### config.mk
export PLATFORM = sky130hd
export DESIGN_NAME = jtag_dr_bank
export DESIGN_NICKNAME = d
export VERILOG_FILES = /design/src/rtl/jtag_pkg.sv /design/src/rtl/jtag_dr_bank_dr_shift.sv /design/src/rtl/jtag_dr_bank.sv
export SDC_FILE = /design/constraint.sdc
export NUM_CORES = 1
export LEC_CHECK = 0
export ABC_AREA = 1
export CORE_MARGIN = 8
export CORE_UTILIZATION = 46
export DETAILED_ROUTE_END_ITERATION = 10
export GPL_TIMING_DRIVEN = 0
export PLACE_DENSITY = 0.74
export SLEW_MARGIN = 0
export SYNTH_ARGS = -nofsm -noshare
export SYNTH_HDL_FRONTEND = slang
export SYNTH_SLANG_ARGS = --single-unit
### constraint.sdc
create_clock -name TCK -period 2.2 [get_ports TCK]
set_clock_uncertainty 0.1 [all_clocks]
set_input_delay 0.44 -clock TCK [delete_from_list [all_inputs] [get_ports TCK]]
set_output_delay 0.44 -clock TCK [all_outputs]
set_load 0.01 [all_outputs]
### src/rtl/jtag_pkg.sv
// Shared JTAG instruction codes and DR select type for the data-register bank.
// Pure declarations; no timing of its own.
package jtag_pkg;

    localparam int IR_WIDTH = 4;

    typedef logic [IR_WIDTH-1:0] ir_t;

    localparam ir_t IR_EXTEST   = 4'h0;
    localparam ir_t IR_IDCODE   = 4'h1;
    localparam ir_t IR_SAMPLE   = 4'h2;
    localparam ir_t IR_INTEST   = 4'h3;
    localparam ir_t IR_USERCODE = 4'h4;
    localparam ir_t IR_RUNBIST  = 4'h5;
    localparam ir_t IR_BYPASS   = 4'hF;

    typedef enum logic [2:0] {
        DR_BYP,
        DR_ID,
        DR_BSR,
        DR_UC,
        DR_BIST
    } dr_sel_t;

    // Undefined codes fall back to bypass so the chain length stays predictable.
    function automatic dr_sel_t decode_ir(input ir_t ir);
        dr_sel_t sel;
        case (ir)
            IR_EXTEST, IR_SAMPLE, IR_INTEST: sel = DR_BSR;
            IR_IDCODE:                       sel = DR_ID;
            IR_USERCODE:                     sel = DR_UC;
            IR_RUNBIST:                      sel = DR_BIST;
            default:                         sel = DR_BYP;
        endcase
        return sel;
    endfunction

endpackage

### src/rtl/jtag_dr_bank_dr_shift.sv
// One JTAG data shift register: capture beats shift, holds when not enabled.
// Result visible after the posedge TCK carrying the strobe; no backpressure.
module dr_shift #(
    parameter int W = 8
) (
    input  logic         TCK,
    input  logic         TRST,
    input  logic         en,
    input  logic         cap,
    input  logic         shift,
    input  logic [W-1:0] cap_val,
    input  logic         TDI,
    output logic [W-1:0] sr
);

    logic [W-1:0] sr_d, sr_q, shifted;

    generate
        if (W == 1) begin : g_one
            assign shifted = TDI;
        end else begin : g_wide
            assign shifted = {TDI, sr_q[W-1:1]};
        end
    endgenerate

    always_comb begin
        sr_d = sr_q;
        if (en) begin
            if (cap) begin
                sr_d = cap_val;
            end else if (shift) begin
                sr_d = shifted;
            end
        end
    end

    always_ff @(posedge TCK or posedge TRST) begin
        if (TRST) begin
            sr_q <= '0;
        end else begin
            sr_q <= sr_d;
        end
    end

    assign sr = sr_q;

endmodule

### src/rtl/jtag_dr_bank.sv
// JTAG DR bank: bypass/IDCODE/BSR/USERCODE/BIST shift chains, update latches, pin/core muxes.
// Latency: W posedges TDI->TDO plus a negedge retime; no backpressure (TAP-driven strobes).
module jtag_dr_bank
    import jtag_pkg::*;
#(
    parameter int                   N_PINS     = 8,
    parameter int                   ID_WIDTH   = 8,
    parameter logic [ID_WIDTH-1:0]  IDCODE     = 8'hA1,
    parameter int                   UC_WIDTH   = 8,
    parameter logic [UC_WIDTH-1:0]  UC_RESET   = 8'h01,
    parameter int                   BIST_WIDTH = 8
) (
    input  logic                  TCK,
    input  logic                  TRST,
    input  logic                  TDI,
    input  logic [IR_WIDTH-1:0]   IR,
    input  logic                  CAPTUREDR,
    input  logic                  SHIFTDR,
    input  logic                  UPDATEDR,
    input  logic [N_PINS-1:0]     PIN_IN,
    input  logic [N_PINS-1:0]     CORE_OUT,
    input  logic [BIST_WIDTH-1:0] BIST_LOG,
    output logic [N_PINS-1:0]     PIN_OUT,
    output logic [N_PINS-1:0]     CORE_IN,
    output logic [UC_WIDTH-1:0]   UR_OUT,
    output logic                  TDO,
    output logic                  TDO_EN
);

    dr_sel_t dr_sel;
    assign dr_sel = decode_ir(IR);

    logic [0:0]            byp_sr;
    logic [ID_WIDTH-1:0]   id_sr;
    logic [N_PINS-1:0]     bsr_sr, bsr_cap;
    logic [UC_WIDTH-1:0]   uc_sr;
    logic [BIST_WIDTH-1:0] bist_sr;

    assign bsr_cap = (IR == IR_INTEST) ? CORE_OUT : PIN_IN;

    dr_shift #(.W(1)) u_byp (
        .TCK(TCK), .TRST(TRST), .en(dr_sel == DR_BYP), .cap(CAPTUREDR), .shift(SHIFTDR),
        .cap_val(1'b0), .TDI(TDI), .sr(byp_sr));

    dr_shift #(.W(ID_WIDTH)) u_id (
        .TCK(TCK), .TRST(TRST), .en(dr_sel == DR_ID), .cap(CAPTUREDR), .shift(SHIFTDR),
        .cap_val(IDCODE), .TDI(TDI), .sr(id_sr));

    dr_shift #(.W(N_PINS)) u_bsr (
        .TCK(TCK), .TRST(TRST), .en(dr_sel == DR_BSR), .cap(CAPTUREDR), .shift(SHIFTDR),
        .cap_val(bsr_cap), .TDI(TDI), .sr(bsr_sr));

    dr_shift #(.W(UC_WIDTH)) u_uc (
        .TCK(TCK), .TRST(TRST), .en(dr_sel == DR_UC), .cap(CAPTUREDR), .shift(SHIFTDR),
        .cap_val(UR_OUT), .TDI(TDI), .sr(uc_sr));

    dr_shift #(.W(BIST_WIDTH)) u_bist (
        .TCK(TCK), .TRST(TRST), .en(dr_sel == DR_BIST), .cap(CAPTUREDR), .shift(SHIFTDR),
        .cap_val(BIST_LOG), .TDI(TDI), .sr(bist_sr));

    // Update only when neither capture nor shift is asserted alongside it.
    logic                upd_go;
    logic [N_PINS-1:0]   bsr_upd_d, bsr_upd_q;
    logic [UC_WIDTH-1:0] ur_d, ur_q;

    assign upd_go = UPDATEDR && !CAPTUREDR && !SHIFTDR;

    always_comb begin
        bsr_upd_d = bsr_upd_q;
        ur_d      = ur_q;
        if (upd_go) begin
            if (dr_sel == DR_BSR) bsr_upd_d = bsr_sr;
            if (dr_sel == DR_UC)  ur_d      = uc_sr;
        end
    end

    always_ff @(posedge TCK or posedge TRST) begin
        if (TRST) begin
            bsr_upd_q <= '0;
            ur_q      <= UC_RESET;
        end else begin
            bsr_upd_q <= bsr_upd_d;
            ur_q      <= ur_d;
        end
    end

    assign UR_OUT  = ur_q;
    assign PIN_OUT = (IR == IR_EXTEST) ? bsr_upd_q : CORE_OUT;
    assign CORE_IN = (IR == IR_INTEST) ? bsr_upd_q : PIN_IN;

    logic tdo_d, tdo_q, tdo_en_d, tdo_en_q;

    always_comb begin
        tdo_d    = 1'b0;
        tdo_en_d = SHIFTDR;
        case (dr_sel)
            DR_BYP:  tdo_d = byp_sr[0];
            DR_ID:   tdo_d = id_sr[0];
            DR_BSR:  tdo_d = bsr_sr[0];
            DR_UC:   tdo_d = uc_sr[0];
            DR_BIST: tdo_d = bist_sr[0];
            default: tdo_d = 1'b0;
        endcase
    end

    // Negedge retime so TDO is stable across the next capturing posedge.
    always_ff @(negedge TCK or posedge TRST) begin
        if (TRST) begin
            tdo_q    <= 1'b0;
            tdo_en_q <= 1'b0;
        end else begin
            tdo_q    <= tdo_d;
            tdo_en_q <= tdo_en_d;
        end
    end

    assign TDO    = tdo_q;
    assign TDO_EN = tdo_en_q;

endmodule

* Word-level counts from Yosys, hierarchy flattened *
Cells that the tools add are included.

word-level totals
  output and inout port bits = 26
  flip-flop bits (word level) = 51

cells by class
  equal/unequal tests = 9
  muxes and demuxes = 15
  reduce and logical (&&, ||, !) cells = 15

operators by type and width
  cell                                            count
  two-way mux 8 bit                               11
  AND reduction 2 bit                             7
  case mux 3 bit (4 select lines)                 1
  == test 4 x 2 -> 1 bit (second input constant)  2
  == test 4 x 3 -> 1 bit (second input constant)  2
  == test 3 x 2 -> 1 bit (second input constant)  2
  case mux 1 bit (5 select lines)                 1
  == test 4 x 1 -> 1 bit (second input constant)  1
  zero test 4 bit                                 1
  == test 3 x 1 -> 1 bit (second input constant)  1
  == test 3 bit (second input constant)           1
  zero test 3 bit                                 1
  OR reduction 3 bit                              1
  logical AND 1 bit                               2
  zero test 1 bit                                 2
  two-way mux 1 bit                               2
  nonzero test 2 bit                              1

* Logic depth before layout (Yosys ltp) *
Gate-level depths: netlist of run 1.

  word-level depth = 5
  depth in mapped cells = 8
  depth with buffers taken out = 7

* Modules after synthesis *
A second synthesis of run 1 with hierarchy kept.

unflattened totals
  cell total of the unflattened synthesis = 419
  area, all modules = 2954.1 µm²

modules (own cells, without submodules)
  module                  cells each  area each (µm²)  times used
  dr_shift at u_bist ...  63          434.2            4
  jtag_dr_bank            154         1146.1           1
  dr_shift at u_byp       13          71.3             1

==> results of run 1 <==
## sequential cells by signal, summed over array words and instances (netlist names)
register   count
TDO            1
TDO_EN         1
UR_OUT         8
bsr_upd_q      8
u_bist.sr      8
u_bsr.sr       8
u_byp.sr       1
u_id.sr        8
u_uc.sr        8
## final timing paths
| path | startpoint | endpoint | slack (ns) | depth (start not counted) |
|---|---|---|---|---|
| max | TDO_EN | TDO_EN | -0.25 | 1 |
| min | u_uc.sr[4] | UR_OUT[4] | 0.39 | 2 |
| max reg2reg | u_bsr.sr[0] | TDO | 0.10 | 4 |
| min reg2reg | u_uc.sr[4] | UR_OUT[4] | 0.39 | 2 |
| max in group asynchronous | TRST | TDO | 0.14 | 2 |
| min in group asynchronous | TRST | u_uc.sr[0] | 0.51 | 2 |
## power by group through the flow
stage	registers, mW	logic [mW]	clock network (mW)
after floorplan	1.24	0.360	0
after global placement	1.25	0.591	0
after detailed placement	1.25	0.608	0
after CTS	1.24	0.605	0.551
after global routing	1.26	0.675	0.589
final	1.24	0.592	0.538
## Yosys cell counts (all sizes together)
library cell	count
dfstp	1
nand2	148
o21bai	1
dfrtn	2
o21ai	59
nor2	25
clkinv	1
inv	32
nand4	1
clkbuf	4
dfrtp	48
nand3	23
buf	9
## cell type report
class                      count  area, um2
buffer                        11       76.3
multi-input combinational    257       1250
sequential                    51       1280
clock buffer                   6       82.6
fill                         550       2310
timing repair buffer          63        584
inverter                      33        133
timing repair inverter         1       5.00
clock inverter                 1       5.00
tap                           75       93.8
## repair_timing
item | 4_1_cts | 5_1_grt
setup buffers | 5 | 0
cloned | 1 | 0
setup endpoints to repair | 21 | 4
resized for setup | 54 | 2
hold buffers | 0 | 0
pin swaps | 2 | 2
## kinds of logic (layout without fill, tap and decap cells)
logic type / count (synthesis) / after routing
simple gates: 197 / 197
buf+inv: 46 / 115
compound gates: 60 / 60
flops: 51 / 51
## tightest hold or removal path: stages, from the launching register on
cell and delay (ns):
sky130_fd_sc_hd__dfrtp_1 0.35, sky130_fd_sc_hd__nand2_1 0.05, sky130_fd_sc_hd__nand2_1 0.05
## per-stage QoR
stage	instances	hold slack (ns)	area [um2]	setup slack, ns
finish	498	0.385	3500	-0.250
global route	498	0.403	3500	-0.294
CTS	499	0.387	3520	-0.257
detailed placement	487	0.365	3410	-0.759
global placement	487	0.359	3410	-0.759
floorplan	354	0.349	2740	-0.0516
## metal layers
layer / up-vias / track usage [%]
li1: 1253 / -
met1: 1086 / 19.0
met2: 55 / 28.9
met3: 5 / 4.53
met4: 0 / 4.43
met5: - / 0
==> results list, run 1 <==
- The flow ran to the end, but the final reports show violations.
- The checks that failed: setup timing.
- In the routed layout, each cell is associated on average with a via count of 4.82.
- For this block, the routed nets add up to 6.73 mm of wire.
- Initial DRT Pass Iterations: 4
- VDD sags by at most 0.000565 V.
- Syn Std Cell Area: 2710 um2
* Max-slew violation count: 0
- Comb power frac: 25.0%
- Across all layers, the routed design uses 2399 vias.
- Die outline area: 8610 um2
- CP Data Required Time: 1.66 ns
- RSZ-0062 raised after global routing: yes
* Final core area utilization: 60.3%
- The analysis attributes to net switching a power of 0.724 mW.
* 1st-iter DRT viols: 86
- The number of antenna diodes in the final layout is 0.
- Dividing the detail-routed wire length by the instance count gives 13.5 um.
* Area grow syn2layout: 29.2%
- CTS tree: yes
* Top library cells by usage in the layout, fill and taps aside: 142 x sky130_fd_sc_hd__nand2_1, 48 x sky130_fd_sc_hd__dfrtp_1, 41 x sky130_fd_sc_hd__o21ai_0
- Area fraction in and, or, nand and nor cells after synthesis: 32.8%
- Clk pin slew, worst setup/hold paths: 0.09 ns
- Maximum clock path buffer count: 2
* Total routing resource utilization after global routing: 16.4%
- By startpoint and endpoint, the worst setup path is classified as flip-flop to output port.
- Crit path max-delay family: flip-flops
- Summing the areas of all xor and xnor instances in the mapped netlist gives 0% of the synthesized area.
* Kind of end point of the critical path: output port
* Quantity of I/O buffers inserted on ports: 58
- Post-Synth Adder-Cell Area: 0%
* CP cell instances: buf_2
- Slack of the critical path: -0.250 ns
- Of the post-synthesis cell area, the dominant cell type holds 44.3%.
* Half-perimeter wire length of the detailed placement result: 4.95 mm
- Count of unresolved DRC violations after routing: 0
- Max transition margin: 25.8%
- The highest layer touched by signal routing is met4.
* Data arrival time of the critical path: 1.91 ns
- In this design, the stage delay of the slowest critical-path cell is 0.39 ns.
* Mux share of post-synthesis cell area: 0%
- Total Nets Final: 457
* H-tree levels: 2
* CTS buffer count: 5
- During synthesis, Yosys emitted a total of 0 warnings.
* Sequential fraction of the synthesis area: 47.1%
* Global route total overflow: 0
- Cell internal power was estimated by the tool at 1.64 mW.
- I/O pins: 60
- Routed length on met3: 373 um
- Clock tree synthesis selected as its root buffer the cell sky130_fd_sc_hd__clkbuf_8.
* Starting utilization of the core area: 46.6%
- Chip height: 92.8 um
* Number of global-route vias before repair: 2499
* Final Power: 2.37 mW
- After synthesis, the largest family of logic cells by area is simple AND/OR/NAND/NOR gates.
- Class of the tightest hold or removal check: flip-flop to flip-flop
- Wire length of the first global-routing pass: 11.5 mm
- Library cell contributing the largest single delay on the critical path: sky130_fd_sc_hd__dfrtn_1
* Switching part of the total power: 30.6%
- The initial antenna violation count came to 0.
* # rows: 28
* Share of post-route cells with drive strength above 1: 14.7%
- Of all cell types, the one taking the most synthesized area is sky130_fd_sc_hd__dfrtp_1.
- At the end of routability-driven placement, the weighted congestion stood at 0.777.
- Number of instances in the synthesized netlist: 354
- Worst path buffer plus inverter count: 1
- Average instance area after synthesis: 7.66 um2
* Setup-failing EPs final: 2
* Worst Max-Slew Pin Slew: 1.11 ns
- The netlist uses 26 different library cells.
- Clk pwr share: 22.7%
- The tool flagged a number of max-cap violations equal to 0.
- The tree built by TritonCTS fans out to 51 sinks.
* Number of nets in the synthesized netlist: 388
* Synthesized-area fraction occupied by ao, oa, aoi and oai cells: 12.3%
- The library cell used most frequently in the layout, excluding fill and tap cells, is sky130_fd_sc_hd__nand2_1.
* Metal-1 WL: 3.02 mm
- The final count of hold timing violations is 0.
- Largest net degree at the start of global routing: 27
- The later pin in the worst-skew pair is clocked with a latency of 0.30 ns.
- Met2 wire length: 3.27 mm
* Total negative setup slack: -0.491 ns
* Flop pwr share: 52.3%
- The core region is 5820 um2.
* Cells taking the most area after synthesis: sky130_fd_sc_hd__dfrtp_1 44%, sky130_fd_sc_hd__nand2_1 20%, sky130_fd_sc_hd__o21ai_0 7.7%, sky130_fd_sc_hd__inv_1 3.9%, sky130_fd_sc_hd__nand3_1 3.7%
- CP startpoint kind: flip-flop
- Total power density per cell area: 675 nW/um2
- Number of synthesized register bits: 51
* Die width: 92.8 um
- Once detail routing completed, the nets flagged for antenna violations numbered 0.
- Critical Path Fanout Max: 1
* Reported leakage power: 1.74 nW
Power figures use the tool's default switching activity.
==> run 2, diff against run 1 <==
Settings changed: PLACE_DENSITY 0.74 to 0.79.
==> results list, run 2 (same netlist as run 1, synthesis figures left out) <==
- Total negative setup slack: -0.501 ns (-0.0104 ns)
- The buffer depth of the longest clock path is 2 (unchanged).
- Number of hold buffers added after CTS: 0 (unchanged)
- The endpoint required time on the critical path came to 1.66 ns (about the same).
- RR Startpoint: u_uc.sr[0]
- The worst register-to-register path ends at TDO.
- Via count normalized by instance count: 4.99 (+3.6%)
* Worst Max-Slew Pin Slew: 1.15 ns (+0.0414 ns)
- The total DRC errors in the routed layout came to 0 (unchanged).
* 1st-iter DRT viols: 146 (+70%)
- Leading cell type in the layout, fill and taps excluded: sky130_fd_sc_hd__nand2_1
- The die height came to 92.8 um (unchanged).
- The post-detailed-routing wire length was 6.61 mm (-1.7%).
* Violations in the final reports: setup timing
- Post-detailed-route wirelength per cell: 13.3 um (-1.5%)
* Max transition margin: 23.1% (-2.8 points)
- The worst supply voltage drop on vdd was 0.000484 V (-14%).
- The flow ran to the end, but the final reports show violations.
- Slack of the critical path: -0.253 ns (-0.00274 ns)
- H-tree levels: 2 (unchanged)
- The pin count of the biggest net entering global routing was 27 (unchanged).
- The delay contributed by the slowest stage of the critical path came to 0.39 ns (about the same).
- STA classifies the critical path startpoint as a flip-flop.
- I/O pins: 60 (unchanged)
- Via count of the routed design: 2480 (+3.4%)
* CTS buffer count: 5 (unchanged)
- The worst hold path begins at u_uc.sr[1].
- # rows: 28 (unchanged)
- Library cell contributing the largest single delay on the critical path: sky130_fd_sc_hd__dfrtn_1
* Kind of end point of the critical path: output port
- The half-perimeter wire length after detailed placement was 4.84 mm (-2.1%).
* Area grow syn2layout: 29.0%
- Hold worst-path end: UR_OUT[1]
- The post-route antenna net violation count came to 0 (unchanged).
* Setup-failing EPs final: 2 (unchanged)
* Top library cells by usage in the layout, fill and taps aside: 143 x sky130_fd_sc_hd__nand2_1, 48 x sky130_fd_sc_hd__dfrtp_1, 42 x sky130_fd_sc_hd__o21ai_0
- Final Wtd Congestion: 0.844 (+8.6%)
- CP cell instances: buf_2
- The global routing usage summed across all routing layers was 15.8% (-0.57 points).
- Worst hold path cell count: 2 (unchanged)
- The cell sitting at the root of the clock tree is a sky130_fd_sc_hd__clkbuf_8.
- Starting utilization of the core area: 46.6% (unchanged)
- Insertion delay of the later-clocked pin in the worst-skew pair: 0.30 ns (about the same)
* Critical Path Fanout Max: 1 (unchanged)
* Share of post-route cells with drive strength above 1: 14.2% (-0.44 points)
- Total power density per cell area: 705 nW/um2 (+4.3%)
- The clock sink count came to 51 (unchanged).
- Final core area utilization: 60.2% (-0.086 points)
* Depth of the worst register-to-register path: 4 (unchanged)
- The global-route wire length before repair was 11.0 mm (-4.8%).
* Clk pin slew, worst setup/hold paths: 0.09 ns (about the same)
- Reported leakage power: 1.73 nW (-0.19%)
- Initial antenna violation count: 0 (unchanged)
- Initial DRT Pass Iterations: 4 (unchanged)
- Max-slew violation count: 0 (unchanged)
- RSZ-0062 raised after global routing: yes
* Data arrival time of the critical path: 1.91 ns (about the same)
- The critical path in this run is classified as flip-flop to output port.
* Ant diodes: 0 (unchanged)
- TritonCTS built the clock tree.
* Quantity of I/O buffers inserted on ports: 58 (unchanged)
* Core area: 5820 um2 (unchanged)
- Final Hold Vio Count: 0 (unchanged)
- In this design, the largest share of critical-path delay is due to flip-flops.
- Die outline area: 8610 um2 (unchanged)
* Post-placement worst setup slack: -0.764 ns (-0.00534 ns)
* Max-capacitance violation count: 0 (unchanged)
- Worst path buffer plus inverter count: 1 (unchanged)
- The via count of the first global-routing pass came to 2289 (-8.4%).
- FF-to-FF setup slack: 0.16 ns (+0.06 ns)
- The number of nets in the layout was 456 (-0.22%).
- The chip width is 92.8 um (unchanged).
- The leftover overflow at the end of global routing was 0 (unchanged).
- In this run the worst hold path is classified as flip-flop to flip-flop.
## run 2: how the worst max path moves through the flow
| stage | start | end | depth (start not counted) |
|---|---|---|---|
| after floorplan | IR[2] | TDO | 6 |
| after CTS | TDO | TDO | 1 |
| after global placement | IR[3] | TDO | 7 |
| after detailed placement | IR[3] | TDO | 7 |
| after global routing | TDO_EN | TDO_EN | 1 |
| final | TDO_EN | TDO_EN | 1 |
## run 2: per-layer routing
layer  GRT usage [%]  vias up  part of all wire, %
li1                -     1251                    -
met1            20.5     1154                   47
met2            24.7       70                   46
met3            4.94        5                  6.6
met4            4.43        0                  1.0
met5               0        -                    0
## run 2: power breakdown
part	switching [mW]	internal (mW)
combinational	0.325	0.267
clock	0.308	0.333
sequential	0.108	1.13
## run 2: stage by stage
| stage | instances | hold slack [ns] | area, um2 | power, mW |
|---|---|---|---|---|
| after global placement | 487 | 0.358 | 3410 | 1.84 |
| after CTS | 497 | 0.382 | 3520 | 2.49 |
| after detailed placement | 487 | 0.365 | 3410 | 1.86 |
| final | 497 | 0.381 | 3500 | 2.47 |
| after floorplan | 354 | 0.349 | 2740 | 1.60 |
| after global routing | 497 | 0.409 | 3500 | 2.62 |
## run 2: worst min-delay path, cell delays in order, from the launching register on
cell	delay [ns]
sky130_fd_sc_hd__dfrtp_1	0.35
sky130_fd_sc_hd__nand2_1	0.05
sky130_fd_sc_hd__nand2_1	0.05
## run 2: layout make-up
class	instances	area, um2
fillers	542	2320
flip-flops and latches	51	1280
multi-input cells	257	1240
repair buffers	61	554
inverters	33	130
well taps	75	93.8
plain buffers	12	87.6
clock buffers	5	68.8
clock inverters	2	37.5
repair inverters	1	5.00
## run 2: repair_timing
item | in CTS | in global routing
resized for setup | 44 | 6
endpoints found under the hold margin | 0 | 0
pin swaps | 2 | 0
buffers inserted | 3 | 0
cloned | 1 | 0
endpoints found under the setup margin | 21 | 12
==> run 3, diff against run 2 <==
Settings changed: CORE_UTILIZATION 46 to 50, CTS_CLUSTER_SIZE set to 16, PLACE_DENSITY 0.79 to 0.84.
==> results list, run 3 (same netlist as run 1, synthesis figures left out) <==
- Number of global-route vias before repair: 2436 (+6.4%)
* I/O pins: 60 (unchanged)
* # rows: 27 (-3.6%)
- Worst Min Path Start: u_uc.sr[5]
- Maximum clock path buffer count: 2 (unchanged)
- The routed wire length on met3 came to 509 um (+18%).
- The number of levels the H-tree was split into is 2 (unchanged).
- The worst path arrival time was 1.91 ns (about the same).
- Initial antenna violation count: 0 (unchanged)
- Final Power: 2.48 mW (+0.43%)
* Clock Sink Count: 51 (unchanged)
- Clk pin slew, worst setup/hold paths: 0.09 ns (about the same)
- The TritonCTS buffer count came to 5 (unchanged).
- Via count of the routed design: 2465 (-0.60%)
* Final Wtd Congestion: 0.798 (-5.5%)
* CP cell instances: buf_2
* Wire length of the first global-routing pass: 10.9 mm (-0.32%)
- The pre-CTS worst setup slack was -0.763 ns (+0.00130 ns).
* Die width: 89.7 um (-3.4%)
- Ant diodes: 0 (unchanged)
- Half-perimeter wire length of the detailed placement result: 4.78 mm (-1.3%)
* Quantity of I/O buffers inserted on ports: 58 (unchanged)
- The DRC marker count from the first detailed-route iteration came to 90 (-38%).
* CP Data Required Time: 1.66 ns (about the same)
- The library cells used most frequently in the layout, excluding fill and tap cells, are 143 x sky130_fd_sc_hd__nand2_1, 48 x sky130_fd_sc_hd__dfrtp_1, 42 x sky130_fd_sc_hd__o21ai_0.
- The fraction of final layout cells sized beyond drive strength 1 is 13.9% (-0.34 points).
- Total routing resource utilization after global routing: 17.4% (+1.5 points)
- The total DRC errors in the routed layout is 0 (unchanged).
- The area of the die was 8040 um2 (-6.6%).
- The final-layout worst hold slack came to 0.386 ns (+0.00497 ns).
* Post-detailed-route wirelength per cell: 13.3 um (about the same)
* Insertion delay of the later-clocked pin in the worst-skew pair: 0.30 ns (about the same)
- The worst-case register-to-register setup slack is 0.14 ns (-0.02 ns).
- The number of nets in the layout came to 458 (+0.44%).
- The endpoint identified for the worst register-to-register timing path is TDO.
- The critical path is of the flip-flop to output port type.
- The initial cell density of the core is 50.5% (+3.9 points).
- Depth of the worst register-to-register path: 4 (unchanged)
- The worst hold path stage count came to 2 (unchanged).
- The critical path starts at TDO_EN.
- The highest metal layer carrying signal wires in the routed design is met4.
* Critical Path Fanout Max: 1 (unchanged)
* Crit path max-delay family: flip-flops
- CP startpoint kind: flip-flop
* Worst path buffer plus inverter count: 1 (unchanged)
- Metal-1 WL: 2.88 mm (-6.8%)
* Initial DRT Pass Iterations: 4 (unchanged)
- Area grow syn2layout: 29.8%
- The ratio of routed vias to standard cells is 4.96 (-0.60%).
* Worst Max-Slew Pin Slew: 1.15 ns (+0.00217 ns)
- The pin count of the biggest net entering global routing was 27 (unchanged).
- The die height is 89.7 um (-3.4%).
- Detailed Route WL: 6.61 mm (about the same)
- IR drop worst, VDD: 0.000606 V (+25%)
- The worst setup path is captured at an output port.
- The number of hold buffers added after CTS is 0 (unchanged).
- RR Startpoint: u_bsr.sr[0]
- Slowest Stage Delay on Critical Path: 0.38 ns (about the same)
- For hold timing, the worst endpoint is UR_OUT[5].
* Result of the run: complete, but fails checks
- The worst slew slack as a fraction of its limit was 22.9% (-0.15 points).
* Violations in the final reports: setup timing
- The power density over the cells came to 703 nW/um2 (-0.18%).
* CTS tree: yes
* Max-capacitance violation count: 0 (unchanged)
* Final Hold Vio Count: 0 (unchanged)
- Library cell contributing the largest single delay on the critical path: sky130_fd_sc_hd__dfrtn_1
- The count of endpoints failing setup in the final report came to 2 (unchanged).
* Final ANT Viol Nets: 0 (unchanged)
- Core area: 5370 um2 (-7.6%)
- Leading cell type in the layout, fill and taps excluded: sky130_fd_sc_hd__nand2_1
- The met2 routed wirelength is 3.16 mm (+4.8%).
- Slack of the critical path: -0.246 ns (+0.00723 ns)
- RSZ-0062 raised after global routing: yes
* Buffer type at the clock tree root: sky130_fd_sc_hd__clkbuf_8
- The static power due to leakage is 1.74 nW (+0.43%).
- Fillers: 467 (-14%)
- The final count of pins violating max slew came to 0 (unchanged).
- The leftover overflow at the end of global routing came to 0 (unchanged).
- Class of the tightest hold or removal check: flip-flop to flip-flop
-- run 3: metrics by stage --
step	setup TNS [ns]	std cells	utilization, %	instance area (um2)
finish	-0.487	497	65.5	3520
global route	-0.555	497	65.5	3520
CTS	-0.504	496	65.4	3510
detailed placement	-14.08	484	63.5	3410
global placement	-13.59	484	63.5	3410
floorplan	-0.0516	354	-	2740
-- run 3: metal layers --
layer | global-route usage (%) | vias up
met5 | 0 | -
li1 | - | 1257
met4 | 4.53 | 0
met1 | 21.4 | 1122
met3 | 3.64 | 10
met2 | 29.9 | 76
-- run 3: worst max path at each step --
stage	end	cells after the start
2_1_floorplan	TDO	6
3_5_place_dp	TDO	7
6_report	TDO_EN	1
3_3_place_gp	TDO	7
4_1_cts	TDO_EN	1
5_1_grt	TDO_EN	1
-- run 3: timing repair --
item,4_1_cts,5_1_grt
resized for setup,50,2
buffers inserted,4,0
cloned,1,1
setup endpoints to repair,21,5
pin swaps,3,1
-- run 3: area by class of cell --
class | count | area [um2] | share of cell area (%)
sequential | 51 | 1280 | 36.3
multi-input combinational | 257 | 1240 | 35.4
timing repair buffer | 62 | 578 | 16.4
inverter | 33 | 133 | 3.77
tap | 72 | 90.1 | 2.56
buffer | 12 | 81.3 | 2.31
clock buffer | 7 | 76.3 | 2.17
clock inverter | 1 | 30.0 | 0.853
timing repair inverter | 2 | 10.0 | 0.284
-- run 3: worst min-delay path, cell delays in order, from the launching register on --
cell and delay, ns:
sky130_fd_sc_hd__dfrtp_1 0.35, sky130_fd_sc_hd__nand2_1 0.05, sky130_fd_sc_hd__nand2_1 0.05
-- run 3: power by group --
group	internal [mW]	leakage [nW]	total, mW	switching [mW]
registers	1.13	0.648	1.24	0.112
clock network	0.341	0.0524	0.646	0.305
logic	0.269	1.04	0.593	0.324
